[config.mk]
export PLATFORM = sky130hd
export DESIGN_NAME = muldiv_unit
export DESIGN_NICKNAME = d
export VERILOG_FILES = /design/src/rtl/muldiv_pkg.sv /design/src/rtl/muldiv_unit_div_core.sv /design/src/rtl/muldiv_unit.sv
export SDC_FILE = /design/constraint.sdc
export NUM_CORES = 2
export LEC_CHECK = 0
export CAP_MARGIN = 0
export CORE_ASPECT_RATIO = 1.75
export CORE_UTILIZATION = 45
export DETAILED_ROUTE_END_ITERATION = 16
export HOLD_SLACK_MARGIN = 0.03
export PLACE_DENSITY = 0.64
export SLEW_MARGIN = 10
export SYNTH_ARGS = -nofsm -noshare
export SYNTH_HDL_FRONTEND = slang
export SYNTH_SLANG_ARGS = --single-unit
[constraint.sdc]
create_clock -name clk -period 14.35 [get_ports clk]
set_input_delay 2.87 -clock clk [delete_from_list [all_inputs] [get_ports clk]]
set_output_delay 2.87 -clock clk [all_outputs]
set_load 0.05 [all_outputs]
[src/rtl/muldiv_pkg.sv]
// Shared encodings for the multiply/divide unit: operation codes, FSM states
// and the mapping from the ALU function field to an operation.
package muldiv_pkg;

    typedef enum logic [1:0] {
        MULDIV_MULT  = 2'b00,
        MULDIV_MULTU = 2'b01,
        MULDIV_DIV   = 2'b10,
        MULDIV_DIVU  = 2'b11
    } op_t;

    typedef enum logic [1:0] {
        IDLE = 2'b00,
        CALC = 2'b01,
        FIX  = 2'b10
    } state_t;

    localparam logic [5:0] FUNCT_MULT  = 6'h18;
    localparam logic [5:0] FUNCT_MULTU = 6'h19;
    localparam logic [5:0] FUNCT_DIV   = 6'h1a;
    localparam logic [5:0] FUNCT_DIVU  = 6'h1b;

    function automatic op_t funct_to_op(input logic [5:0] funct);
        op_t o;
        case (funct)
            FUNCT_MULTU: o = MULDIV_MULTU;
            FUNCT_DIV:   o = MULDIV_DIV;
            FUNCT_DIVU:  o = MULDIV_DIVU;
            default:     o = MULDIV_MULT;
        endcase
        return o;
    endfunction

    function automatic logic op_is_div(input op_t o);
        return (o == MULDIV_DIV) || (o == MULDIV_DIVU);
    endfunction

    function automatic logic op_is_signed(input op_t o);
        return (o == MULDIV_MULT) || (o == MULDIV_DIV);
    endfunction

endpackage

[src/rtl/muldiv_unit_div_core.sv]
// One unsigned restoring-divide step: shift in the next dividend bit, subtract
// the divisor when it fits, and emit the quotient bit. Purely combinational.
module div_core #(
    parameter int WIDTH = 32
) (
    input  logic [WIDTH-1:0] rem_in,
    input  logic             dividend_bit,
    input  logic [WIDTH-1:0] divisor,
    output logic             q_bit,
    output logic [WIDTH-1:0] rem_out
);

    logic [WIDTH:0]   shifted;
    logic [WIDTH-1:0] diff;

    // rem_in < divisor, so whenever the subtraction applies the true result fits WIDTH bits.
    assign shifted = {rem_in, dividend_bit};
    assign diff    = shifted[WIDTH-1:0] - divisor;
    assign q_bit   = (shifted >= {1'b0, divisor});
    assign rem_out = q_bit ? diff : shifted[WIDTH-1:0];

endmodule

[src/rtl/muldiv_unit.sv]
// Multi-cycle MULT/MULTU/DIV/DIVU unit with start/busy/done handshake and flush cancel.
// Iterative ops finish WIDTH+2 edges after accept; single-cycle multiply and divide-by-zero after 2.
module muldiv_unit
    import muldiv_pkg::*;
#(
    parameter int WIDTH    = 32,
    parameter int MUL_ITER = 0
) (
    input  logic             clk,
    input  logic             rst,
    input  logic             start,
    input  logic [1:0]       op,
    input  logic [WIDTH-1:0] a,
    input  logic [WIDTH-1:0] b,
    input  logic             cancel,
    output logic             busy,
    output logic             done,
    output logic [WIDTH-1:0] hi,
    output logic [WIDTH-1:0] lo,
    output logic             dbz
);

    localparam int CW = (WIDTH > 1) ? $clog2(WIDTH) : 1;

    state_t           state;
    op_t              op_r;
    logic [CW-1:0]    cnt;
    logic [WIDTH-1:0] qr;
    logic [WIDTH-1:0] mag_b;
    logic [WIDTH-1:0] rem;
    logic             neg_q;
    logic             neg_r;

    op_t              op_in;
    logic             in_signed;
    logic             in_div;
    logic [WIDTH-1:0] abs_a;
    logic [WIDTH-1:0] abs_b;

    assign op_in     = op_t'(op);
    assign in_signed = op_is_signed(op_in);
    assign in_div    = op_is_div(op_in);
    assign abs_a     = (in_signed && a[WIDTH-1]) ? -a : a;
    assign abs_b     = (in_signed && b[WIDTH-1]) ? -b : b;

    logic             q_bit;
    logic [WIDTH-1:0] rem_next;

    div_core #(.WIDTH(WIDTH)) u_div_core (
        .rem_in       (rem),
        .dividend_bit (qr[WIDTH-1]),
        .divisor      (mag_b),
        .q_bit        (q_bit),
        .rem_out      (rem_next)
    );

    // Shift-add multiply: rem holds the running high half, qr the multiplier shifting out.
    logic [WIDTH:0] add_sum;
    assign add_sum = {1'b0, rem} + (qr[0] ? {1'b0, mag_b} : {(WIDTH+1){1'b0}});

    logic [2*WIDTH-1:0] prod_mag;
    logic [2*WIDTH-1:0] prod;
    logic [WIDTH-1:0]   quo;
    logic [WIDTH-1:0]   rmd;

    always_comb begin
        prod_mag = '0;
        if (MUL_ITER != 0) begin
            prod_mag = {rem, qr};
        end else begin
            prod_mag = {{WIDTH{1'b0}}, qr} * {{WIDTH{1'b0}}, mag_b};
        end
        prod = neg_q ? -prod_mag : prod_mag;
        quo  = neg_q ? -qr : qr;
        rmd  = neg_r ? -rem : rem;
    end

    assign busy = (state == CALC) || (state == FIX);

    always_ff @(posedge clk or negedge rst) begin
        if (!rst) begin
            state <= IDLE;
            op_r  <= MULDIV_MULT;
            cnt   <= '0;
            qr    <= '0;
            mag_b <= '0;
            rem   <= '0;
            neg_q <= 1'b0;
            neg_r <= 1'b0;
            hi    <= '0;
            lo    <= '0;
            done  <= 1'b0;
            dbz   <= 1'b0;
        end else begin
            done <= 1'b0;
            if (cancel) begin
                state <= IDLE;
                cnt   <= '0;
            end else begin
                case (state)
                    IDLE: begin
                        if (start) begin
                            op_r  <= op_in;
                            cnt   <= '0;
                            rem   <= '0;
                            mag_b <= abs_b;
                            neg_q <= in_signed & (a[WIDTH-1] ^ b[WIDTH-1]);
                            neg_r <= in_signed & in_div & a[WIDTH-1];
                            // A zero divisor keeps the raw dividend so it can be returned in hi.
                            qr    <= (in_div && (b == '0)) ? a : abs_a;
                            if (in_div) begin
                                state <= (b == '0) ? FIX : CALC;
                            end else begin
                                state <= (MUL_ITER != 0) ? CALC : FIX;
                            end
                        end
                    end
                    CALC: begin
                        if (op_is_div(op_r)) begin
                            rem <= rem_next;
                            qr  <= {qr[WIDTH-2:0], q_bit};
                        end else begin
                            rem <= add_sum[WIDTH:1];
                            qr  <= {add_sum[0], qr[WIDTH-1:1]};
                        end
                        cnt <= cnt + 1'b1;
                        if (cnt == CW'(WIDTH - 1)) begin
                            state <= FIX;
                        end
                    end
                    FIX: begin
                        done  <= 1'b1;
                        state <= IDLE;
                        if (op_is_div(op_r)) begin
                            if (mag_b == '0) begin
                                lo  <= '1;
                                hi  <= qr;
                                dbz <= 1'b1;
                            end else begin
                                lo  <= quo;
                                hi  <= rmd;
                                dbz <= 1'b0;
                            end
                        end else begin
                            hi  <= prod[2*WIDTH-1:WIDTH];
                            lo  <= prod[WIDTH-1:0];
                            dbz <= 1'b0;
                        end
                    end
                    default: state <= IDLE;
                endcase
            end
        end
    end

endmodule

== Yosys cells after proc, flatten, opt, wreduce, memory -nomap -nowiden ==
Index checks and enable logic that the tools add are counted.

* Logic and storage cells: 86
* Output and inout bits: 67
* Bits of input ports: 70
* Register bits: 173

* Order comparisons: 1
* Add/sub/neg operators: 8
* Bitwise gates (word level): 5
* $mul: 1
* Multiplexer cells: 31
* Equality and inequality tests: 10
* Reductions and logical operators: 18

{| class="wikitable"
|+ Operators by type and width
! kind !! number
|-
| two-way mux 32 bit || 15
|-
| negator 32 bit || 4
|-
| case mux 32 bit (2 select lines) || 2
|-
| logical NOT 32 bit || 2
|-
| multiplier 32 x 32 -> 64 bit || 1
|-
| two-way mux 64 bit || 1
|-
| negator 64 bit || 1
|-
| adder 32 x 32 -> 33 bit || 1
|-
| >= comparator 33 x 32 -> 1 bit || 1
|-
| subtractor 32 bit || 1
|-
| == test 2 bit, second input constant || 5
|-
| two-way mux 2 bit || 5
|-
| two-way mux 5 bit || 2
|-
| case mux 5 bit (2 select lines) || 1
|-
| AND reduction 2 bit || 3
|-
| AND reduction 3 bit || 2
|-
| adder 5 x 1 -> 5 bit, second input constant || 1
|-
| == test 5 bit, second input constant || 1
|-
| logical NOT 2 bit || 2
|-
| logical OR 1 bit || 4
|-
| two-way mux 1 bit || 4
|-
| case mux 2 bit (2 select lines) || 1
|-
| AND 1 bit || 3
|-
| logical AND 1 bit || 3
|-
| other kinds (8) || 8
|}

== Longest topological paths before layout ==
* Depth in word-level cells: 7
* Depth in mapped cells: 32
* Depth with buffers taken out: 28

== Cells and area by module ==
From an unflattened synthesis, not the netlist that was laid out.

* Cell total of the unflattened synthesis: 5914
* Area total of the unflattened synthesis: 50074.3 um2

{| class="wikitable"
|+ Modules (own cells, without submodules)
! module !! instances !! cells each !! area each (um2) !! sequential area each (um2)
|-
| muldiv_unit || 1 || 5591 || 47743.3 || 4304.1
|-
| div_core || 1 || 323 || 2331.0 || 0.0
|}

== Worst setup path after synthesis ==
Ideal clock, no wire load.

* Path kind: reg2reg
* Start: register qr[30]
* End: register hi[24]
* Arrival time: 8.318 ns
* Data required time: 14.211 ns
* Path slack: 5.892 ns
* Library setup time: 0.139 ns
* Stages on the path, launching flop included: 32
* Cell sequence: dfrtp_1 > clkbuf_1 > buf_1 > nand2_1 > fa_1 > inv_1 > fa_1 > fa_1 > inv_1 > fa_1 > inv_1 > fa_1 > fa_1 > fa_1 > inv_1 > fa_1 > inv_1 > ha_1 > clkbuf_1 > a21oi_1 > o21ai_0 > a21o_1 > or3_1 > or3_2 > nand3_1 > nand4_1 > or4_1 > buf_4 > nor4_4 > a31oi_1 > xnor2_1 > o221ai_1

* Longest elaborated chain between the ends: 4

{| class="wikitable"
|+ RTL lines
! element !! line !! text
|-
| start, declared || muldiv_unit.sv:28 || <nowiki>logic [WIDTH-1:0] qr;</nowiki>
|-
| start signal, assigned || muldiv_unit.sv:110 || <nowiki>qr <= (in_div && (b == '0)) ? a : abs_a;</nowiki>
|-
| start signal, assigned || muldiv_unit.sv:121 || <nowiki>qr <= {qr[WIDTH-2:0], q_bit};</nowiki>
|-
| start signal, assigned || muldiv_unit.sv:124 || <nowiki>qr <= {add_sum[0], qr[WIDTH-1:1]};</nowiki>
|-
| multiplier 32 x 32 -> 64 bit * || muldiv_unit.sv:71 || <nowiki>prod_mag = {{WIDTH{1'b0}}, qr} * {{WIDTH{1'b0}}, mag_b};</nowiki>
|-
| negator 64 bit || muldiv_unit.sv:73 || <nowiki>prod = neg_q ? -prod_mag : prod_mag;</nowiki>
|-
| two-way mux 64 bit * || muldiv_unit.sv:73 ||
|-
| two-way mux 32 bit * || muldiv_unit.sv:134 || <nowiki>if (op_is_div(op_r)) begin</nowiki>
|-
| end signal, assigned || muldiv_unit.sv:137 || <nowiki>hi <= qr;</nowiki>
|-
| end signal, assigned || muldiv_unit.sv:141 || <nowiki>hi <= rmd;</nowiki>
|-
| end signal, assigned || muldiv_unit.sv:145 || <nowiki>hi <= prod[2*WIDTH-1:WIDTH];</nowiki>
|-
| end, declared || muldiv_unit.sv:18 || <nowiki>output logic [WIDTH-1:0] hi,</nowiki>
|}

Mark *: on every way between the ends. The rest lies on a longest branch, timed or not.
A chain may end at the register's enable or synchronous reset.

== Worst setup path after layout ==
* Start: register qr[4]
* End: register hi[24]

Same word-level chain as after synthesis.

==> metrics.md <==
| Metric | Value |
|---|---|
| Status | finished with violations |
| Failing checks | capacitance limit |
| Slowest-stage cell, CP | dfrtp_1 |
| CTS Hold Bufs | 0 |
| FP Rows | 161 |
| Placer Congestion | approximately 1.1 |
| IO Port Bufs | about 140 |
| Post-route setup slack | 3.74 ns |
| Final worst-path cycle share | 74.0% |
| Die Width | 255 um |
| Core box area | 0.110 mm^2 |
| DR iter-0 viols | 3,287 |
| Synthesis warning total | 0 |
| Reg2reg end | hi[24]$_DFFE_PN0P_ |
| Worst Tran Pin Value | approximately 1.4 ns |
| FF-to-FF setup slack | 3.74 ns |
| Antenna violations before repair | 17 |
| Worst reg-to-reg path cell count | 24 |
| Syn_area_per_cell | 8.46 um^2 |
| Drt wl/cell | about 28 um |
| Post-CTS Setup Bufs | 0 |
| Share of cells above drive strength 1 | 3.97% |
| Worst hold path class | register to register |
| Crit path buf inv count | 3 |
| Top cell type by total area after synthesis | fa_1 |
| CP startpoint | qr[4]$_DFFE_PN0P_ |
| # DRC | 0 |
| Most common cell in the netlist | inv_1 |
| Final Critical Period | approximately 11 ns |
| Fin cells | 7,348 |
| Synth top area cells | fa_1 (36%), dfrtp_1 (8.6%), ha_1 (8.4%) |
| Cells after Synth | a little under 6,000 |
| Dpl hpwl | 164,000 um |
| Critical path's largest stage delay | 1.14 ns |
| Unrepaired setup endpoints after global routing | false |
| Final hold vios | 0 |
| Max Cap Viol | 1 |
| Area Growth Syn to Fin | 6.53% |
| Length of routed met2 wiring | 103,000 um |
| Rel. slew slack | 1.25% |
| Kind of critical path | register to register |
| Root Buffer | clkbuf_16 |
| CP cell instances | buf_4, nand2_1, fa_1, inv_1, ha_1, fa_1, fa_1, fa_1, fa_1, fa_1, fa_1, ha_1, nand4_1, nor4b_2, inv_1, o31ai_2, o21ai_0, a222oi_1, and3_1, nand4_1, nor4_4, a31oi_1, xnor2_1, o221ai_1 |
| Post-Synthesis Cell Area | about 0.050 mm^2 |
| Max Clock Freq | 94.2 MHz |
| Total CTS buffers | 17 |
| Largest fanout on the critical path | 24 |
| Uppermost layer routed | met5 |
| Clock Path Buffers | 2 |
| CTS resizes | 0 |
| Die Y | 444 um |
| R2r startpoint | qr[4]$_DFFE_PN0P_ |
| Vias in the first global route | about 47,000 |
| Post-synth EDFFs | 0 |
| CP arrival | between 10 and 15 ns |
| Setup crit start kind | register |
| Worst path depth | 24 |
| Yosys reg bits | 172 |
| ANT nets after route | 0 |
| Worst setup EP type | register |
| Clk pin slew, worst setup/hold paths | 0.08 ns |
| Placed cells | between 7,000 and 8,000 |
| Metal3 WL | 12,900 um |
| Final setup viols | 0 |
| Yosys cell types | between 100 and 150 |
| Main synth FF type | dfrtp_1 |
| Post-Route M1 WL | ~70,000 um |
| GRT Util Overall | 36.6% |
| Pin count of the biggest net entering global routing | a little over 80 |
| Initial Utilization | 45.5% |
| IO Pins | 137 |
| Syn_nets | 7,250 |
| Slew Limit Fails | 0 |
| First-pass GRT wire length | 297,000 um |
| Register area share after synthesis | 8.56% |
| Pre-CTS WS | 3.87 ns |
| FFs w/ async S/R, synth | 100% |
| Worst Skew | 0.0235 ns |
| Largest delay share family, worst path | adder cells |
| DR vias | about 44,000 |
| # nets final | 7,156 |
| CTS tree | yes |
| Worst setup path endpoint | hi[24]$_DFFE_PN0P_ |
| Hold Path Depth | 2 |
| Share of the synthesized area in the top cell type | 35.7% |
| Total wire length | 203,000 um |
| Vias per inst | roughly 5.9 |
| Cell repeated most along the worst path | fa_1 |
| Setup TNS | 0 ns |
| Drt pass-1 iters | 6 |
| Total gr overflow | 0 |
| Post-synth top cells | inv_1 (937), fa_1 (896), nand2_1 (788) |
| DIE AREA | 0.113 mm^2 |
| Clk_lat worst skew | 0.53 ns |
| Clock Sinks | 172 |
| Crit path required time | around 15 ns |
| H-tree Lvls | 4 |
-- final cells by class --
| cell class | instances | area [um^2] |
|---|---|---|
| diodes | 16 | 40.0 |
| clock buffers | 20 | 457 |
| clock inverters | 12 | 136 |
| fillers | 10900 | 56800 |
| inverters | 938 | 3520 |
| multi-input cells | 4471 | 41000 |
| flip-flops and latches | 172 | 4310 |
| well taps | 1467 | 1840 |
| repair buffers | 252 | 2260 |
-- tightest hold or removal path, cell delays in order, from the launching register on --
cell and delay [ns]:
dfrtp_1 0.34, nand2_1 0.05, nand2_1 0.05
-- state kept, by name, indices dropped and copies added, names as in the netlist, 2 cells and up --
| name | flops |
|---|---|
| mag_b | 32 |
| qr | 32 |
| hi | 32 |
| lo | 32 |
| cnt | 5 |
| rem | 32 |
| state | 2 |
-- through the flow --
stage / area [um^2] / hold slack [ns] / util, %
floorplan: 50300 / 0.486 / -
global placement: 52900 / 0.455 / 47.9
detailed placement: 52900 / 0.454 / 47.9
CTS: 53500 / 0.471 / 48.5
global route: 53500 / 0.490 / 48.5
finish: 53600 / 0.468 / 48.5
-- cell families (layout without fill, tap and decap cells) --
group | Yosys count | after routing | share of synthesized area, %
compound gates | 951 | 951 | 12.0
other cells | 0 | 16 | 0
simple gates | 1948 | 1948 | 19.3
mux | 70 | 70 | 1.43
fa+ha+maj | 1238 | 1238 | 44.2
flops | 172 | 172 | 8.56
buf+inv | 1303 | 1222 | 10.0
xor+xnor | 264 | 264 | 4.60
-- how the worst min path moves through the flow --
stage                                   from                 end
after CTS                  lo[2]$_DFFE_PN0P_   lo[2]$_DFFE_PN0P_
after global routing       lo[5]$_DFFE_PN0P_   lo[5]$_DFFE_PN0P_
after floorplan           cnt[4]$_DFFE_PN0P_  cnt[4]$_DFFE_PN0P_
after global placement     lo[4]$_DFFE_PN0P_   lo[4]$_DFFE_PN0P_
after detailed placement   lo[2]$_DFFE_PN0P_   lo[2]$_DFFE_PN0P_
final                      lo[2]$_DFFE_PN0P_   lo[2]$_DFFE_PN0P_
-- cell usage in the layout, fill, tap and decap left out, types with 18 or more instances in the layout --
cell	Yosys	final
inv_1	937	937
fa_1	896	896
nand2_1	788	788
and2_1	549	549
ha_1	338	337
o21ai_0	324	324
nor2_1	243	241
a21oi_1	178	178
xnor2_1	169	169
dfrtp_1	172	168
clkdlybuf4s50_1	0	135
buf_4	3	114
xor2_1	95	95
a21o_1	67	67
mux2i_1	65	65
nor3_1	64	64
nand3_1	59	59
o31ai_1	54	54
nand4_1	44	44
o211ai_1	32	32
or3_1	29	29
o22ai_1	27	27
a31oi_1	27	26
nor4_1	25	25
a211oi_1	24	23
or4_1	23	23
o21ai_1	22	21
and3_1	20	20
a22oi_1	20	20
nand2b_1	20	19
or2_2	18	19
o21bai_1	18	18
-- layer usage --
layer,global-route usage [%],up-vias
li1,-,18700
met1,38.7,22100
met2,63.7,1978
met3,6.00,735
met4,29.4,8
met5,0,-
Power is left out: the tool's default activity adds up to more than one toggle a clock period on the data nets, which glitch-free logic cannot reach.
